<file path="config.mk">
export PLATFORM = sky130hd
export DESIGN_NAME = conv_out_writer
export DESIGN_NICKNAME = d
export VERILOG_FILES = /design/src/rtl/conv_out_writer.sv
export SDC_FILE = /design/constraint.sdc
export NUM_CORES = 2
export LEC_CHECK = 0
export ABC_AREA = 1
export BUFFER_PORTS_ARGS = -buffer_cell sky130_fd_sc_hd__buf_2
export CAP_MARGIN = 10
export CORE_AREA = 3 3 665 667
export CTS_CLUSTER_SIZE = 8
export DETAILED_ROUTE_END_ITERATION = 12
export DIE_AREA = 0 0 668 670
export PLACE_DENSITY_LB_ADDON = 0.05
export REMOVE_ABC_BUFFERS = 1
export SYNTH_ARGS = -nofsm -noshare
export SYNTH_HDL_FRONTEND = slang
export SYNTH_SLANG_ARGS = --single-unit
</file>
<file path="constraint.sdc">
create_clock -name clock -period 6.1 [get_ports clock]
set_input_delay 0.61 -clock clock [delete_from_list [all_inputs] [get_ports clock]]
set_output_delay 0.61 -clock clock [all_outputs]
set_load 0.005 [all_outputs]
</file>
<file path="src/rtl/conv_out_writer.sv">
// conv_out_writer: conv output stage. Drains one LANES-wide row per channel
// group (CG) from the accumulator array into memory write beats, with
// optional residual add (saturating), 2x nearest upsample and stride-2 row
// folding. Reports completion per job sequence id.
//
// Ports:
//   clock, resetN           clock, async active-low reset
//   cfg_*                   job descriptor, accepted only in IDLE (cfg_ready)
//   src_valid/ready/data    CG rows, CG c at [c*LANES*DATA_W +: LANES*DATA_W]
//   res_valid/ready/data    residual row (used only in res mode, not in up2)
//   wr_valid/ready/addr/data  memory write beats
//   busy, done, done_seq    status; done pulses once per finished job
//
// Build option: CONV_OUT_RELU_EN clamps negative output lanes to zero.
//
// state | meaning
// IDLE  | waiting for a descriptor, cfg_ready=1
// RUN   | issuing write beats
// DONE  | one-cycle done pulse, then back to IDLE
module conv_out_writer #(
  parameter int LANES  = 16,
  parameter int DATA_W = 16,
  parameter int CG_NUM = 4,
  parameter int ADDR_W = 32,
  parameter int ROW_W  = 10,
  parameter int SEQ_W  = 8
) (
  input  logic                             clock,
  input  logic                             resetN,
  input  logic                             cfg_valid,
  output logic                             cfg_ready,
  input  logic [ADDR_W-1:0]                cfg_base,
  input  logic [ADDR_W-1:0]                cfg_frame_str,
  input  logic [ADDR_W-1:0]                cfg_row_str,
  input  logic [ROW_W-1:0]                 cfg_rows_m1,
  input  logic [$clog2(CG_NUM)-1:0]        cfg_cg_m1,
  input  logic [2:0]                       cfg_mode,
  input  logic [SEQ_W-1:0]                 cfg_seq,
  input  logic                             src_valid,
  output logic                             src_ready,
  input  logic [CG_NUM*LANES*DATA_W-1:0]   src_data,
  input  logic                             res_valid,
  output logic                             res_ready,
  input  logic [LANES*DATA_W-1:0]          res_data,
  output logic                             wr_valid,
  input  logic                             wr_ready,
  output logic [ADDR_W-1:0]                wr_addr,
  output logic [LANES*DATA_W-1:0]          wr_data,
  output logic                             busy,
  output logic                             done,
  output logic [SEQ_W-1:0]                 done_seq
);

  localparam int CG_W = $clog2(CG_NUM);
  localparam int RD   = LANES * DATA_W;

  typedef enum logic [1:0] {S_IDLE, S_RUN, S_DONE} state_t;
  state_t state_q, state_d;

  logic [ADDR_W-1:0] frame_q, addr_q, row_str_q, frame_str_q, addr_off;
  logic [ROW_W-1:0]  row_q, rows_m1_q;
  logic [CG_W-1:0]   cg_q, cg_m1_q;
  logic [1:0]        step_q;
  logic              up2_q, pool_q, res_q;
  logic [SEQ_W-1:0]  seq_q, done_seq_q;
  logic [2*RD-1:0]   dbl_q, dbl_live;
  logic [RD-1:0]     cur_row, beat;
  logic              need_res, fire, row_adv, row_end, last;

  function automatic logic [DATA_W-1:0] sat_add(input logic [DATA_W-1:0] a,
                                                input logic [DATA_W-1:0] b);
    logic [DATA_W:0] s;
    s = {a[DATA_W-1], a} + {b[DATA_W-1], b};
    if (s[DATA_W] != s[DATA_W-1])
      sat_add = s[DATA_W] ? {1'b1, {(DATA_W-1){1'b0}}} : {1'b0, {(DATA_W-1){1'b1}}};
    else
      sat_add = s[DATA_W-1:0];
  endfunction

  assign need_res  = res_q & ~up2_q;
  assign wr_valid  = (state_q == S_RUN) & src_valid & (~need_res | res_valid);
  assign fire      = wr_valid & wr_ready;
  // In up2 one input row yields four beats; only the last one consumes it.
  assign row_adv   = fire & (~up2_q | (step_q == 2'd3));
  assign row_end   = row_adv & (row_q == rows_m1_q);
  assign last      = row_end & (cg_q == cg_m1_q);
  assign src_ready = row_adv;
  assign res_ready = row_adv & need_res;
  assign cfg_ready = (state_q == S_IDLE);
  assign busy      = (state_q != S_IDLE);
  assign done      = (state_q == S_DONE);
  assign done_seq  = done_seq_q;

  always_comb begin
    cur_row = '0;
    for (int c = 0; c < CG_NUM; c++)
      if (cg_q == CG_W'(c)) cur_row = src_data[c*RD +: RD];
    dbl_live = '0;
    for (int j = 0; j < 2*LANES; j++)
      dbl_live[j*DATA_W +: DATA_W] = cur_row[(j/2)*DATA_W +: DATA_W];
  end

  always_comb begin
    logic [DATA_W-1:0] v;
    beat = '0;
    for (int i = 0; i < LANES; i++) begin
      v = cur_row[i*DATA_W +: DATA_W];
      if (up2_q) begin
        // Step 0 reads the live row; later steps read the copy taken at step 0.
        case (step_q)
          2'd0:    v = dbl_live[i*DATA_W +: DATA_W];
          2'd1:    v = dbl_q[(LANES+i)*DATA_W +: DATA_W];
          2'd2:    v = dbl_q[i*DATA_W +: DATA_W];
          default: v = dbl_q[(LANES+i)*DATA_W +: DATA_W];
        endcase
      end else if (need_res) begin
        v = sat_add(cur_row[i*DATA_W +: DATA_W], res_data[i*DATA_W +: DATA_W]);
      end
`ifdef CONV_OUT_RELU_EN
      if (v[DATA_W-1]) v = '0;
`endif
      beat[i*DATA_W +: DATA_W] = v;
    end
  end

  assign wr_data = (state_q == S_RUN) ? beat : '0;

  always_comb begin
    case (step_q)
      2'd0:    addr_off = '0;
      2'd1:    addr_off = ADDR_W'(LANES);
      2'd2:    addr_off = row_str_q;
      default: addr_off = row_str_q + ADDR_W'(LANES);
    endcase
  end

  assign wr_addr = addr_q + addr_off;

  always_comb begin
    state_d = state_q;
    case (state_q)
      S_IDLE:  if (cfg_valid) state_d = S_RUN;
      S_RUN:   if (last) state_d = S_DONE;
      default: state_d = S_IDLE;
    endcase
  end

  always_ff @(posedge clock or negedge resetN) begin
    if (!resetN) state_q <= S_IDLE;
    else         state_q <= state_d;
  end

  always_ff @(posedge clock or negedge resetN) begin
    if (!resetN) begin
      frame_q <= '0; addr_q <= '0; row_str_q <= '0; frame_str_q <= '0;
      row_q <= '0; rows_m1_q <= '0; cg_q <= '0; cg_m1_q <= '0; step_q <= '0;
      up2_q <= 1'b0; pool_q <= 1'b0; res_q <= 1'b0;
      seq_q <= '0; done_seq_q <= '0; dbl_q <= '0;
    end else if (state_q == S_IDLE) begin
      if (cfg_valid) begin
        frame_q     <= cfg_base;
        addr_q      <= cfg_base;
        row_str_q   <= cfg_row_str;
        frame_str_q <= cfg_frame_str;
        rows_m1_q   <= cfg_rows_m1;
        cg_m1_q     <= cfg_cg_m1;
        up2_q       <= cfg_mode[2];
        pool_q      <= cfg_mode[1] & ~cfg_mode[2];
        res_q       <= cfg_mode[0];
        seq_q       <= cfg_seq;
        row_q       <= '0;
        cg_q        <= '0;
        step_q      <= '0;
      end
    end else if (state_q == S_RUN && fire) begin
      if (up2_q && step_q == 2'd0) dbl_q <= dbl_live;
      if (!row_adv) begin
        step_q <= step_q + 2'd1;
      end else begin
        step_q <= '0;
        if (row_end) begin
          row_q   <= '0;
          frame_q <= frame_q + frame_str_q;
          addr_q  <= frame_q + frame_str_q;
          if (!last) cg_q <= cg_q + CG_W'(1);
        end else begin
          row_q <= row_q + ROW_W'(1);
          if (up2_q)
            addr_q <= addr_q + {row_str_q[ADDR_W-2:0], 1'b0};
          else if (!pool_q || row_q[0])
            addr_q <= addr_q + row_str_q;
        end
        if (last) done_seq_q <= seq_q;
      end
    end
  end

endmodule
</file>
# Word level (Yosys, flattened, before mapping)
# Cells that the tools add are included.
# totals
word_cells	219
register_bits	687
# op_classes
n_mux	114
n_eq_ne	29
reduce_logical	21
bitwise	15
n_addsub	24
# ops
op	n
two-way mux 256 bit	5
two-way mux 16 bit	64
one-hot mux 16 bit (2 select lines)	16
two-way mux 32 bit	11
adder 16 x 16 -> 17 bit	16
adder 32 bit	4
one-hot mux 32 bit (3 select lines)	1
two-way mux 10 bit	5
adder 32 x 5 -> 32 bit (second input constant)	1
two-way mux 2 bit	11
!= test 1 bit	16
AND reduction 4 bit	3
adder 10 x 1 -> 10 bit (second input constant)	1
equality test 10 bit	1
equality test 2 bit (second input constant)	5
bitwise AND 1 bit	9
nonzero test 2 bit	4
equality test 2 x 1 -> 1 bit (second input constant)	3
logical NOT 2 bit	3
!= test 2 bit (second input constant)	3
AND reduction 2 bit	3
AND reduction 3 bit	2
AND reduction 5 bit	1
adder 2 x 1 -> 2 bit (second input constant)	2
8 further kinds	13

# Longest topological paths before layout
# depth
ltp_word	14
ltp_mapped	28
depth_no_buf	25

# Least setup slack after synthesis
# Ideal clock, no wire load.
# synth_timing
kind	reg2out
startpoint	register cg_q[0]
endpoint	output port wr_data[195]
path_stages_with_launch	26
path_buffers	3
path_slack_ns	1.548
t_arrival_ns	3.942
required_ns	5.490
cell_sequence	dfrtp_1 -> inv_1 -> ha_1 -> buf_2 -> buf_2 -> clkbuf_1 -> a21oi_1 -> nand2_1 -> o21ai_0 -> a21oi_1 -> ha_1 -> inv_1 -> fa_1 -> inv_1 -> nand3_1 -> nand2_1 -> inv_1 -> o21ai_2 -> nand2_1 -> nand3_1 -> nand2_1 -> ha_1 -> clkinv_1 -> a21oi_1 -> nand2_1 -> a21oi_1
# synth_via
elab_chain_cells	11
word_cells_on_any_way	16
# synth_rtl
item	line	text
start, declared	62	logic [CG_W-1:0] cg_q, cg_m1_q;
start signal, assigned	185	if (!last) cg_q <= cg_q + CG_W'(1);
logical NOT 2 bit	97	if (cg_q == CG_W'(c)) cur_row = src_data[c*RD +: RD];
two-way mux 256 bit (3 in series)	97	
two-way mux 256 bit *	97	
net cur_row[192]	67	logic [RD-1:0] cur_row, beat;
adder 16 x 16 -> 17 bit *	73	s = {a[DATA_W-1], a} + {b[DATA_W-1], b};
two-way mux 16 bit or != test 1 bit (tied branches)	75, 74	
two-way mux 16 bit *	74	if (s[DATA_W] != s[DATA_W-1])
two-way mux 16 bit *	116	end else if (need_res) begin
two-way mux 16 bit *	108	if (up2_q) begin
two-way mux 256 bit *	126	assign wr_data = (state_q == S_RUN) ? beat : '0;
end, declared	48	output logic [LANES*DATA_W-1:0] wr_data,
# Mark *: on every way through the listed nets, which the timed path passes. The rest lies on a longest branch.

# Final worst setup path
# layout_timing
startpoint	register cg_q[0]
endpoint	output port wr_data[235]
# The elaborated chain is that of the path after synthesis.

==> flow_results.org <==
** Cells and area
- Growth of design area from synthesis to finish :: 56.3%
- Final layout net count :: ~14000
- The finished cells cover between 0.08 and 0.09 mm2.
- In the final layout, the share of cells above drive strength 1 is about a third.

** Critical path
- Along the worst path, the maximum fanout reaches 8.
- Arrival time of the worst setup path :: ~5.4 ns
- Endpoint required time on the critical path :: around 5.5 ns
- Critical path class :: reg -> out
- Crit Reg-Reg Startpoint :: up2_q$_DFFE_PN0P_
- Critical path's slowest cell :: dfrtp_2
- Endpoint kind of the worst setup timing path :: output pin
- Register-to-Register Setup Slack :: ~1.6 ns
- STA classifies the critical path startpoint as a flip-flop.
- Capture point of the worst reg-to-reg path :: addr_q[21]$_DFFE_PN0P_
- Critical Path End :: wr_data[235]
- Source of the critical timing path :: cg_q[0]$_DFFE_PN0P_
- Number of cells on the worst reg-to-reg path :: 13
- On the worst path, the slowest cell contributes a delay of 0.44 ns.

** Floorplanning
- Vertical die dimension :: about 670 um
- Measured along the x axis, the die boundary spans between 600 and 700 um.
- CORE AREA :: around 0.44 mm2
- Initial core utilization :: a little over an eighth
- Floorplan row count :: 243
- The die covers about 0.45 mm2.
- Num ports :: between 1500 and 2000

** Detailed routing
- Number of optimization iterations in the first detailed-route pass :: 6
- DRC violation count after routing :: 0
- Post-DR vias/cell :: between 4 and 5
- Iter 0 DRT Violations :: 5670
- The detail route stage leaves a number of antenna-violating nets equal to 0.
- Final routed wire length divided by cell count :: 32.6 um
- Drt total wl :: approximately 580000 um
- Across all layers, the routed design uses between 70000 and 80000 vias.

** Synthesis
- Summing the areas of all fa, ha and maj instances in the mapped netlist gives 9.91% of the synthesized area.
- Yosys instantiated no cell more often than nand2_1.
- After Yosys synthesis, XOR and XNOR cells account for around 1.9% of the synthesized area.
- Compound-Gate Fraction of Synth Area :: around a quarter
- Cell type contributing the most total cell area after synthesis :: dfrtp_1
- The share of the Yosys chip area taken by registers is a little under a fifth.
- Synthesis handed over a netlist of ~9500 instances.
- In this run, synthesis produced a sequential element count of 431.
- Yosys synthesis warning count :: 0
- Primary FF master, synth :: dfrtp_1
- After synthesis, the largest family of logic cells by area is simple AND/OR/NAND/NOR gates.
- Ranked by total cell area, the synthesized netlist is headed by dfrtp_1, nand2_1, a21oi_1, ha_1, nand3_1.
- Synthesized area per cell :: 6.03 um2
- Top-area cell type share of the netlist area :: a little under a fifth
- Post-synthesis async set-or-reset flop share :: between 90% and 100%
- Cell area after technology mapping :: about 0.057 mm2
- The synthesized netlist contains 55 unique library cells.
- Commonest cells post-synth :: nand2_1, a21oi_1, inv_1
- Simple-gate share of the synthesized area :: a little under a third
- Multiplexer area fraction after synthesis :: 2.62%
- Counting flops with a built-in enable in the synthesized netlist gives 0.

** Worst hold path
- In this run the worst hold path is classified as in -> reg.

** Clock tree
- Clk sink count :: between 400 and 500
- CTS placed an instance of clkbuf_16 at the clock tree root.
- Clock-pin slew was measured on the worst setup and hold paths at around 0.05 ns.
- Clock latency on the worst-skew pair, taken at its later pin, is 0.73 ns.
- The H-tree generated during clock tree synthesis spans 3 levels.
- Clock tree synthesis inserted a total of 75 buffers.
- TritonCTS built the clock tree.
- No sink is reached through more buffers than the 3 on the longest clock path.

** GRT
- Largest net degree at the start of global routing :: between 100 and 150
- The number of global-route vias before repair is between 80000 and 90000.
- GRT Overall Usage :: about 25%
- The first global-routing pass estimated roughly 750000 um of wire.
- For this run the aggregate overflow at the end of global routing stands at 0.
- The number of antenna violations at the first check in global routing came to around 290.

** STA
- The total count of hold-check failures in the final report is 0.
- Counting I/O delays and the setup requirement, the final critical path takes approximately 6.0 ns.
- Setup total negative slack on the finished layout was measured at 0 ns.
- Slew Limit Headroom :: about 23%
- Timing would allow up to approximately 0.17 GHz.
- Number of slew-limit violations in the final report :: 0
- Least-Margin Pin Slew :: between 1 and 1.5 ns
- Worst hold slack after final layout :: between 0.09 and 0.1 ns
- Final worst clock skew :: roughly 0.052 ns
- Setup repair after global routing could not meet its margin everywhere.
- Period utilisation layout :: approximately 99%
- Setup violations remaining at the end of the flow were counted as 0.

** Placed design
- Gp weighted congestion :: 0.925
- The wire-length estimate of the detail-placed layout is approximately 470000 um.
- Input and output buffers added on the ports amount to approximately 1700.
- Cell Area, Placed :: 0.0773 mm2

** Power
- Summed over all cells, the static leakage comes to approximately 44 nW.
- Across the VDD grid, the largest voltage drop is 241 uV.
- After layout, the design draws a total of between 30 and 40 mW.
- Power density over the cells :: approximately 350 mW/mm2

** Status
- The flow ran to the end, and the final reports show no timing, DRC or antenna violations.

** Run
- Max-capacitance violation count :: 0
-- layer usage --
metal  share of wire (%)  GRT usage, %
met1                  42          30.5
met3                 4.6          3.40
met5               0.075             0
met4                 3.4          5.89
met2                  50          44.3
-- report_power, final --
group | leakage (nW) | total [mW] | internal, mW | switching, mW
clock | 1.19 | 4.52 | 2.66 | 1.86
sequential | 5.34 | 4.34 | 3.75 | 0.590
combinational | 37.4 | 22.4 | 7.81 | 14.6
-- sequential cells by signal (all words and copies together), names as in the netlist --
register,cells
row_q,10
dbl_q,256
done_seq,8
addr_q,32
row_str_q,32
frame_str_q,32
frame_q,32
rows_m1_q,10
cg_q,2
state_q,2
step_q,2
res_q,1
cg_m1_q,2
up2_q,1
pool_q,1
seq_q,8
-- critical path, delay by kind of cell (launching register included) --
kind | cells | cell delay [ns]
buf+inv | 11 | 1.28
compound gates | 4 | 0.87
flops | 1 | 0.44
simple gates | 9 | 0.92
fa+ha+maj | 4 | 1.17
-- worst min path at each step --
stage,from,to,depth (start not counted)
3_5_place_dp,frame_q[11]$_DFFE_PN0P_,frame_q[11]$_DFFE_PN0P_,2
3_3_place_gp,done_seq[0]$_DFFE_PN0P_,done_seq[0]$_DFFE_PN0P_,2
5_1_grt,cfg_frame_str[9],frame_str_q[9]$_DFFE_PN0P_,3
6_report,cfg_frame_str[9],frame_str_q[9]$_DFFE_PN0P_,3
4_1_cts,cfg_frame_str[9],frame_str_q[9]$_DFFE_PN0P_,3
2_1_floorplan,resetN,addr_q[0]$_DFFE_PN0P_,0
-- cell type report --
cell class                      instances  area [um2]
Clock buffer                          103        2090
Sequential cell                       431       10800
Timing Repair inverter                  4        75.1
Inverter                             1031        3980
Timing Repair Buffer                 2781       19800
Clock inverter                         22         348
Tap cell                             5757        7200
Multi-Input combinational cell       7526       44700
Fill cell                           50500      348000
Antenna cell                          111         278
-- placed cells by master (no fill, tap or decap), types with 61 or more instances in the layout --
cell type  instances
a21oi_4           64
inv_1            977
nand2_2           70
a22oi_1           95
dfrtp_1          429
buf_12            84
ha_4              93
a21oi_1          814
nor3_1            64
buf_2           1648
nand3_1          868
xor2_1            61
nor2_1           678
mux2_2           132
clkbuf_16         92
buf_6            166
a21oi_2          326
o21ai_0          706
buf_4            802
o21ai_1           99
diode_2          111
o21ai_2           68
nand2_1         2317
o211ai_1         134
ha_1             296
-- stage by stage --
step           setup slack, ns  util [%]  cells
2_1_floorplan           -24.38         -   8986
3_3_place_gp            -0.869      17.7  17200
3_5_place_dp            -0.723      17.7  17200
4_1_cts                 -0.227      19.3  17500
5_1_grt                 -0.141      20.4  17700
6_report                0.0570      20.4  17800
-- logic make-up (layout without fill, tap and decap cells) --
logic type      Yosys count  after routing
simple gates           4264           4266
fa+ha+maj               440            440
mux                     133            133
xor+xnor                127            127
compound gates         2560           2560
other cells               0            111
buf+inv                1506           3941
flops                   431            431
-- what timing repair did --
item                       CTS  global route
pin swaps                  122           288
setup buffers              154           138
cloned                      31            20
setup endpoints to repair  255           251
gates resized for setup    615           745
hold endpoints to repair    52             0
hold buffers                 1             0
(Power assumes the default switching activity.)
